`src/rtl/pipe_ctrl_pkg.sv`:
```
// Shared types and constants for the pipeline stall/flush controller
// and the hazard logic that reuses its register-field definitions.
package pipe_ctrl_pkg;

  localparam int REG_ADDR_W = 5;
  localparam logic [REG_ADDR_W-1:0] REG_ZERO = 5'd0;

  typedef enum logic [1:0] {
    RUN  = 2'd0,
    WAIT = 2'd1,
    ERR  = 2'd2
  } state_e;

endpackage

```
`src/rtl/pipe_stall_ctrl_if.sv`:
```
// Hazard inputs and stage-register controls between the pipeline datapath
// (master) and the stall controller (slave).
interface pipe_stall_ctrl_if #(
  parameter int CNT_W = 16
);
  import pipe_ctrl_pkg::*;

  logic [REG_ADDR_W-1:0] id_rs;
  logic [REG_ADDR_W-1:0] id_rt;
  logic                  id_uses_rs;
  logic                  id_uses_rt;
  logic                  ex_MemRead;
  logic [REG_ADDR_W-1:0] ex_write_reg;
  logic                  ex_branch_taken;
  logic                  mem_access;
  logic                  dmem_ready;

  logic                  dmem_req;
  logic                  pc_en;
  logic                  ifid_en;
  logic                  ifid_flush;
  logic                  idex_en;
  logic                  idex_flush;
  logic                  exmem_en;
  logic                  memwb_en;
  logic                  memwb_bubble;
  logic                  mem_err;
  logic [1:0]            state_o;
  logic [CNT_W-1:0]      stall_cnt;

  modport master (
    output id_rs, id_rt, id_uses_rs, id_uses_rt, ex_MemRead, ex_write_reg,
           ex_branch_taken, mem_access, dmem_ready,
    input  dmem_req, pc_en, ifid_en, ifid_flush, idex_en, idex_flush,
           exmem_en, memwb_en, memwb_bubble, mem_err, state_o, stall_cnt
  );

  modport slave (
    input  id_rs, id_rt, id_uses_rs, id_uses_rt, ex_MemRead, ex_write_reg,
           ex_branch_taken, mem_access, dmem_ready,
    output dmem_req, pc_en, ifid_en, ifid_flush, idex_en, idex_flush,
           exmem_en, memwb_en, memwb_bubble, mem_err, state_o, stall_cnt
  );

endinterface

```
`src/rtl/pipe_stall_ctrl_load_use_detect.sv`:
```
// Load-use hazard: the ID instruction reads a register that the load in EX
// has not yet produced. $zero never creates a dependency.
module load_use_detect
  import pipe_ctrl_pkg::*;
(
  input  logic [REG_ADDR_W-1:0] id_rs_i,
  input  logic [REG_ADDR_W-1:0] id_rt_i,
  input  logic                  id_uses_rs_i,
  input  logic                  id_uses_rt_i,
  input  logic                  ex_mem_read_i,
  input  logic [REG_ADDR_W-1:0] ex_write_reg_i,
  output logic                  luh_o
);

  logic rs_hit;
  logic rt_hit;

  assign rs_hit = id_uses_rs_i & (id_rs_i == ex_write_reg_i);
  assign rt_hit = id_uses_rt_i & (id_rt_i == ex_write_reg_i);
  assign luh_o  = ex_mem_read_i & (ex_write_reg_i != REG_ZERO) & (rs_hit | rt_hit);

endmodule

```
`src/rtl/pipe_stall_ctrl.sv`:
```
// Stall/flush scheduler for the 5-stage pipeline: load-use bubbles, branch
// squash, memory-wait freeze with timeout into a sticky error state.
//
// state | meaning
// RUN   | normal flow; load-use and branch handling active
// WAIT  | data memory access outstanding, upstream stages frozen
// ERR   | memory timeout; pipe frozen until reset
module pipe_stall_ctrl
  import pipe_ctrl_pkg::*;
#(
  parameter int MEM_TIMEOUT = 15,
  parameter int CNT_W       = 16
) (
  input  logic               clk,
  input  logic               reset,
  pipe_stall_ctrl_if.slave   bus
);

  localparam int                WAIT_W    = $clog2(MEM_TIMEOUT + 1);
  localparam logic [WAIT_W-1:0] WAIT_LAST = WAIT_W'(MEM_TIMEOUT - 1);

  state_e              state_q, state_d;
  logic [WAIT_W-1:0]   wait_cnt_q, wait_cnt_d;
  logic [CNT_W-1:0]    stall_cnt_q, stall_cnt_d;
  logic                luh;
  logic                mem_stall;
  logic                stall_evt;
  logic                timeout;

  logic dmem_req, pc_en, ifid_en, ifid_flush, idex_en, idex_flush;
  logic exmem_en, memwb_en, memwb_bubble;

  load_use_detect u_load_use_detect (
    .id_rs_i        (bus.id_rs),
    .id_rt_i        (bus.id_rt),
    .id_uses_rs_i   (bus.id_uses_rs),
    .id_uses_rt_i   (bus.id_uses_rt),
    .ex_mem_read_i  (bus.ex_MemRead),
    .ex_write_reg_i (bus.ex_write_reg),
    .luh_o          (luh)
  );

  assign mem_stall = (state_q != ERR) & bus.mem_access & ~bus.dmem_ready;
  assign timeout   = mem_stall & (wait_cnt_q == WAIT_LAST);
  // A squashed ID instruction cannot cause a load-use stall.
  assign stall_evt = (state_q != ERR) & (mem_stall | (luh & ~bus.ex_branch_taken));

  always_ff @(posedge clk or negedge reset) begin
    if (!reset) begin
      state_q <= RUN;
    end else begin
      state_q <= state_d;
    end
  end

  always_comb begin
    state_d = state_q;
    case (state_q)
      RUN: begin
        if (timeout)        state_d = ERR;
        else if (mem_stall) state_d = WAIT;
      end
      WAIT: begin
        if (!mem_stall)     state_d = RUN;
        else if (timeout)   state_d = ERR;
      end
      ERR:                  state_d = ERR;
      default:              state_d = RUN;
    endcase
  end

  always_comb begin
    dmem_req     = 1'b0;
    pc_en        = 1'b0;
    ifid_en      = 1'b0;
    ifid_flush   = 1'b0;
    idex_en      = 1'b0;
    idex_flush   = 1'b0;
    exmem_en     = 1'b0;
    memwb_en     = 1'b0;
    memwb_bubble = 1'b0;
    // Everything is forced low while reset is held, abandoning any access.
    if (reset) begin
      dmem_req = bus.mem_access & (state_q != ERR);
      if (state_q == ERR) begin
        memwb_bubble = 1'b1;
      end else if (mem_stall) begin
        memwb_en     = 1'b1;
        memwb_bubble = 1'b1;
      end else if (bus.ex_branch_taken) begin
        pc_en      = 1'b1;
        ifid_en    = 1'b1;
        ifid_flush = 1'b1;
        idex_en    = 1'b1;
        idex_flush = 1'b1;
        exmem_en   = 1'b1;
        memwb_en   = 1'b1;
      end else if (luh) begin
        idex_en    = 1'b1;
        idex_flush = 1'b1;
        exmem_en   = 1'b1;
        memwb_en   = 1'b1;
      end else begin
        pc_en    = 1'b1;
        ifid_en  = 1'b1;
        idex_en  = 1'b1;
        exmem_en = 1'b1;
        memwb_en = 1'b1;
      end
    end
  end

  always_comb begin
    wait_cnt_d  = mem_stall ? wait_cnt_q + 1'b1 : '0;
    stall_cnt_d = stall_cnt_q;
    if (stall_evt && (stall_cnt_q != '1)) begin
      stall_cnt_d = stall_cnt_q + 1'b1;
    end
  end

  always_ff @(posedge clk or negedge reset) begin
    if (!reset) begin
      wait_cnt_q  <= '0;
      stall_cnt_q <= '0;
    end else begin
      wait_cnt_q  <= wait_cnt_d;
      stall_cnt_q <= stall_cnt_d;
    end
  end

  assign bus.dmem_req     = dmem_req;
  assign bus.pc_en        = pc_en;
  assign bus.ifid_en      = ifid_en;
  assign bus.ifid_flush   = ifid_flush;
  assign bus.idex_en      = idex_en;
  assign bus.idex_flush   = idex_flush;
  assign bus.exmem_en     = exmem_en;
  assign bus.memwb_en     = memwb_en;
  assign bus.memwb_bubble = memwb_bubble;
  assign bus.mem_err      = reset & (state_q == ERR);
  assign bus.state_o      = state_q;
  assign bus.stall_cnt    = stall_cnt_q;

endmodule

```
`src/flat_wrapper.sv`:
```
// flat-port wrapper written by rule: the top's interface ports become plain ports
module pipe_stall_ctrl_flat import pipe_ctrl_pkg::*;
#(
  parameter int MEM_TIMEOUT = 15,
  parameter int CNT_W       = 16
)
  (clk, reset, bus_id_rs, bus_id_rt, bus_id_uses_rs, bus_id_uses_rt, bus_ex_MemRead, bus_ex_write_reg, bus_ex_branch_taken, bus_mem_access, bus_dmem_ready, bus_dmem_req, bus_pc_en, bus_ifid_en, bus_ifid_flush, bus_idex_en, bus_idex_flush, bus_exmem_en, bus_memwb_en, bus_memwb_bubble, bus_mem_err, bus_state_o, bus_stall_cnt);
  pipe_stall_ctrl_if #(.CNT_W(CNT_W)) bus_i ();
  input  logic clk;
  input  logic reset;
  input wire logic [$bits(bus_i.id_rs)-1:0] bus_id_rs;
  input wire logic [$bits(bus_i.id_rt)-1:0] bus_id_rt;
  input wire logic [$bits(bus_i.id_uses_rs)-1:0] bus_id_uses_rs;
  input wire logic [$bits(bus_i.id_uses_rt)-1:0] bus_id_uses_rt;
  input wire logic [$bits(bus_i.ex_MemRead)-1:0] bus_ex_MemRead;
  input wire logic [$bits(bus_i.ex_write_reg)-1:0] bus_ex_write_reg;
  input wire logic [$bits(bus_i.ex_branch_taken)-1:0] bus_ex_branch_taken;
  input wire logic [$bits(bus_i.mem_access)-1:0] bus_mem_access;
  input wire logic [$bits(bus_i.dmem_ready)-1:0] bus_dmem_ready;
  output wire logic [$bits(bus_i.dmem_req)-1:0] bus_dmem_req;
  output wire logic [$bits(bus_i.pc_en)-1:0] bus_pc_en;
  output wire logic [$bits(bus_i.ifid_en)-1:0] bus_ifid_en;
  output wire logic [$bits(bus_i.ifid_flush)-1:0] bus_ifid_flush;
  output wire logic [$bits(bus_i.idex_en)-1:0] bus_idex_en;
  output wire logic [$bits(bus_i.idex_flush)-1:0] bus_idex_flush;
  output wire logic [$bits(bus_i.exmem_en)-1:0] bus_exmem_en;
  output wire logic [$bits(bus_i.memwb_en)-1:0] bus_memwb_en;
  output wire logic [$bits(bus_i.memwb_bubble)-1:0] bus_memwb_bubble;
  output wire logic [$bits(bus_i.mem_err)-1:0] bus_mem_err;
  output wire logic [$bits(bus_i.state_o)-1:0] bus_state_o;
  output wire logic [$bits(bus_i.stall_cnt)-1:0] bus_stall_cnt;
  assign bus_i.id_rs = bus_id_rs;
  assign bus_i.id_rt = bus_id_rt;
  assign bus_i.id_uses_rs = bus_id_uses_rs;
  assign bus_i.id_uses_rt = bus_id_uses_rt;
  assign bus_i.ex_MemRead = bus_ex_MemRead;
  assign bus_i.ex_write_reg = bus_ex_write_reg;
  assign bus_i.ex_branch_taken = bus_ex_branch_taken;
  assign bus_i.mem_access = bus_mem_access;
  assign bus_i.dmem_ready = bus_dmem_ready;
  assign bus_dmem_req = bus_i.dmem_req;
  assign bus_pc_en = bus_i.pc_en;
  assign bus_ifid_en = bus_i.ifid_en;
  assign bus_ifid_flush = bus_i.ifid_flush;
  assign bus_idex_en = bus_i.idex_en;
  assign bus_idex_flush = bus_i.idex_flush;
  assign bus_exmem_en = bus_i.exmem_en;
  assign bus_memwb_en = bus_i.memwb_en;
  assign bus_memwb_bubble = bus_i.memwb_bubble;
  assign bus_mem_err = bus_i.mem_err;
  assign bus_state_o = bus_i.state_o;
  assign bus_stall_cnt = bus_i.stall_cnt;
  pipe_stall_ctrl #(.MEM_TIMEOUT(MEM_TIMEOUT), .CNT_W(CNT_W)) u_core (.clk(clk), .reset(reset), .bus(bus_i));
endmodule
```
`config.mk`:
```
export PLATFORM = sky130hd
export DESIGN_NAME = pipe_stall_ctrl_flat
export DESIGN_NICKNAME = d
export VERILOG_FILES = /design/src/rtl/pipe_ctrl_pkg.sv /design/src/rtl/pipe_stall_ctrl_if.sv /design/src/rtl/pipe_stall_ctrl_load_use_detect.sv /design/src/rtl/pipe_stall_ctrl.sv /design/src/flat_wrapper.sv
export SDC_FILE = /design/constraint.sdc
export NUM_CORES = 1
export LEC_CHECK = 0
export ABC_AREA = 1
export CAP_MARGIN = 20
export CORE_UTILIZATION = 30
export CTS_CLUSTER_SIZE = 20
export DETAILED_ROUTE_END_ITERATION = 12
export SYNTH_ARGS = -nofsm -noshare
export SYNTH_HDL_FRONTEND = slang
export SYNTH_SLANG_ARGS = --single-unit
```
`constraint.sdc`:
```
create_clock -name clk -period 3.2 [get_ports clk]
set_clock_uncertainty 0.2 [all_clocks]
set_input_delay 0.48 -clock clk [delete_from_list [all_inputs] [get_ports clk]]
set_output_delay 0.48 -clock clk [all_outputs]
set_load 0.02 [all_outputs]
```
==> impl_results.md <==
* CTS Buffer Depth at 2
* Storage element area at 551 um^2
* # diodes at 0
* Power Density at 241 nW/um^2
* Synth Warn # at 0
* Worst hold path cell count at 1
* Max Transition Viols Final at 0
* Leak Pwr at 1.12 nW
* Initial antenna violation count at 0
* Total global-route track usage at 15.3%
* Nets at 313
* Netlist cell types at 22
* CTS sink cnt at 22
* CP Launch Type: input pin
* Post-CTS sizing at 0
* Average cell area after synthesis at 6.59 um^2
* Pin count of the biggest net entering global routing at 23
* Crit Path Max Fanout at 4
* Final Hold Viols at 0
* Routability cong. at 0.859
* Cell Count, Final, Fillers Out at 352
* Worst Tran Pin Value at 469 ps
* Placeable Area at 4850 um^2
* GR Overflow Total at 0
* Synth top area share at 35.7%
* Final wirelength at 3800 um
* Vias at 1,531
* Clock slew at reported path FFs at 80 ps
* Max_slew headroom at 68.7%
* Die width at 73.7 um
* Min cycle time layout at 3080 ps
* Seq/Total Area, Yosys at 35.7%
* Area growth syn-to-layout at 39.5%
* Initial Util at 31.8%
* Tcrit/Tclk final at 96.2%
* First-pass GRT wire length at 6410 um
* DP HPWL at 2880 um
* FF+latch count, synth at 22
* Share of cells above drive strength 1 at 4.91%
* Worst-Skew Late Latency at 270 ps
* DRC at 0
* Hold Path Class: reg2reg
* Clock root buffer: clkbuf_8
* Pre-CTS WS at 115 ps
* Fin Setup TNS at 0 ps
* Syn nets at 260
* Post-layout util at 44.4%
* Critical Path Sink Type: output pin
* Count leader, synth: nand2_1
* Port buffer count at 50
* Reg-to-reg slack, setup at 1010 ps
* Antenna Violating Nets Remaining at 0
* EDFF count, synth at 0
* Area occupied by multi-input gates at 795 um^2
* Asr flop ratio synth at 100%
* DIE HEIGHT at 73.7 um
* Site Rows at 25
* Post-synthesis cell count at 234
* Placed cells at 349
* Synth top cells by count: nand2_1, inv_1, nand3_1, nor2_1, dfrtp_1
* Hold_buf cts at 0
* CTS buffer count at 3
* Fmax at 325 MHz
* R2R depth at 9
* Initial drt markers at 81
* Detail-routed via count per cell at 4.35
* Drt first pass iters at 4
* # setup viols final at 0
* IR drop worst, VDD at 162 uV
* Die area at 5430 um^2
* Wire per inst at 10.8 um
* RSZ-0062 raised after global routing: false
* Max_cap viols at 0
* Mapped Area at 1540 um^2
* # Post-CTS Setup Buffers at 0
* Leading area contributor after synthesis: dfrtp_1
* Boundary Pins at 51
* H-tree depth at 1
* Dominant synthesized flop cell: dfrtp_1
* Critical setup path kind: in2out
* Final worst slack at 122 ps
* Arr. time, crit path at 2400 ps
* Worst Path Required at 2520 ps
* Synth area leaders: dfrtp_1, nand2_1, nand3_1
* CTS tree: built
* Fill cell count at 524
* Status: complete, no violations
* Vias in the first global route at 1,437
[kinds of logic after synthesis]
| family | Yosys count | synth area share [%] |
|---|---|---|
| adder cells (fa/ha/maj) | 3 | 2.43 |
| buffers and inverters | 47 | 12.8 |
| AO/OA/AOI/OAI | 4 | 1.30 |
| AND/OR/NAND/NOR | 150 | 43.2 |
| flip-flops | 22 | 35.7 |
| XOR/XNOR | 8 | 4.54 |
[layout make-up]
cell class	instances	share of cell area (%)
clock buffers	3	1.92
inverters	42	7.38
multi-input cells	165	36.9
flip-flops and latches	22	25.6
well taps	67	3.90
repair buffers	53	24.3
[metal layers]
layer	up-vias	part of all wire, %	routed length (um)	GRT usage, %
met5	-	0	0	0
met1	677	50	1900	19.9
li1	824	-	-	-
met3	4	3.8	146	3.43
met2	26	46	1730	26.0
met4	0	0.61	23	3.21
[worst max-delay path, stage by stage]
cell	delay (ps)
clkdlybuf4s50_1	540
inv_1	100
nor2_1	140
inv_1	70
nor2_1	230
inv_1	90
a21oi_1	140
clkdlybuf4s50_1	620
[path summary, 6_finish.rpt]
| kind | startpoint | end |
|---|---|---|
| min in group asynchronous | reset | u_core.bus.stall_cnt[12] |
| hold reg to reg | u_core.wait_cnt_q[0] | u_core.wait_cnt_q[0] |
| max in group asynchronous | reset | u_core.wait_cnt_q[3] |
| setup reg to reg | u_core.bus.stall_cnt[0] | u_core.bus.stall_cnt[13] |
| hold / removal | u_core.wait_cnt_q[0] | u_core.wait_cnt_q[0] |
| setup / recovery | reset | bus_idex_flush |
[cells in the final DEF (no fill, tap or decap), types with 3 or more instances in the layout]
cell type,n
clkbuf_8,3
xor2_1,6
nand4_1,4
nor2_1,29
nand2_1,75
buf_4,3
nand2_2,3
nand3_1,33
dfrtp_1,22
clkdlybuf4s50_1,50
inv_1,41
ha_1,3
[power breakdown]
part	internal, mW	total (mW)	switching (mW)	leakage [nW]
Combinational	0.0350	0.0650	0.0301	0.793
Clock	0.0842	0.176	0.0920	0.0216
Sequential	0.278	0.278	0	0.302
[metrics by stage]
step	hold WS (ps)	total power, mW	cell area [um^2]
floorplan	-15.6	0.306	1540
global placement	276	0.349	2110
detailed placement	278	0.349	2110
CTS	294	0.526	2150
global route	331	0.542	2150
finish	290	0.519	2150
[state kept, by name (all words and copies together), names as in the netlist]
name and cells:
u_core.bus.stall_cnt 16, u_core.bus.state_o 2, u_core.wait_cnt_q 4
Note: power is estimated with default switching activity, not from simulation.
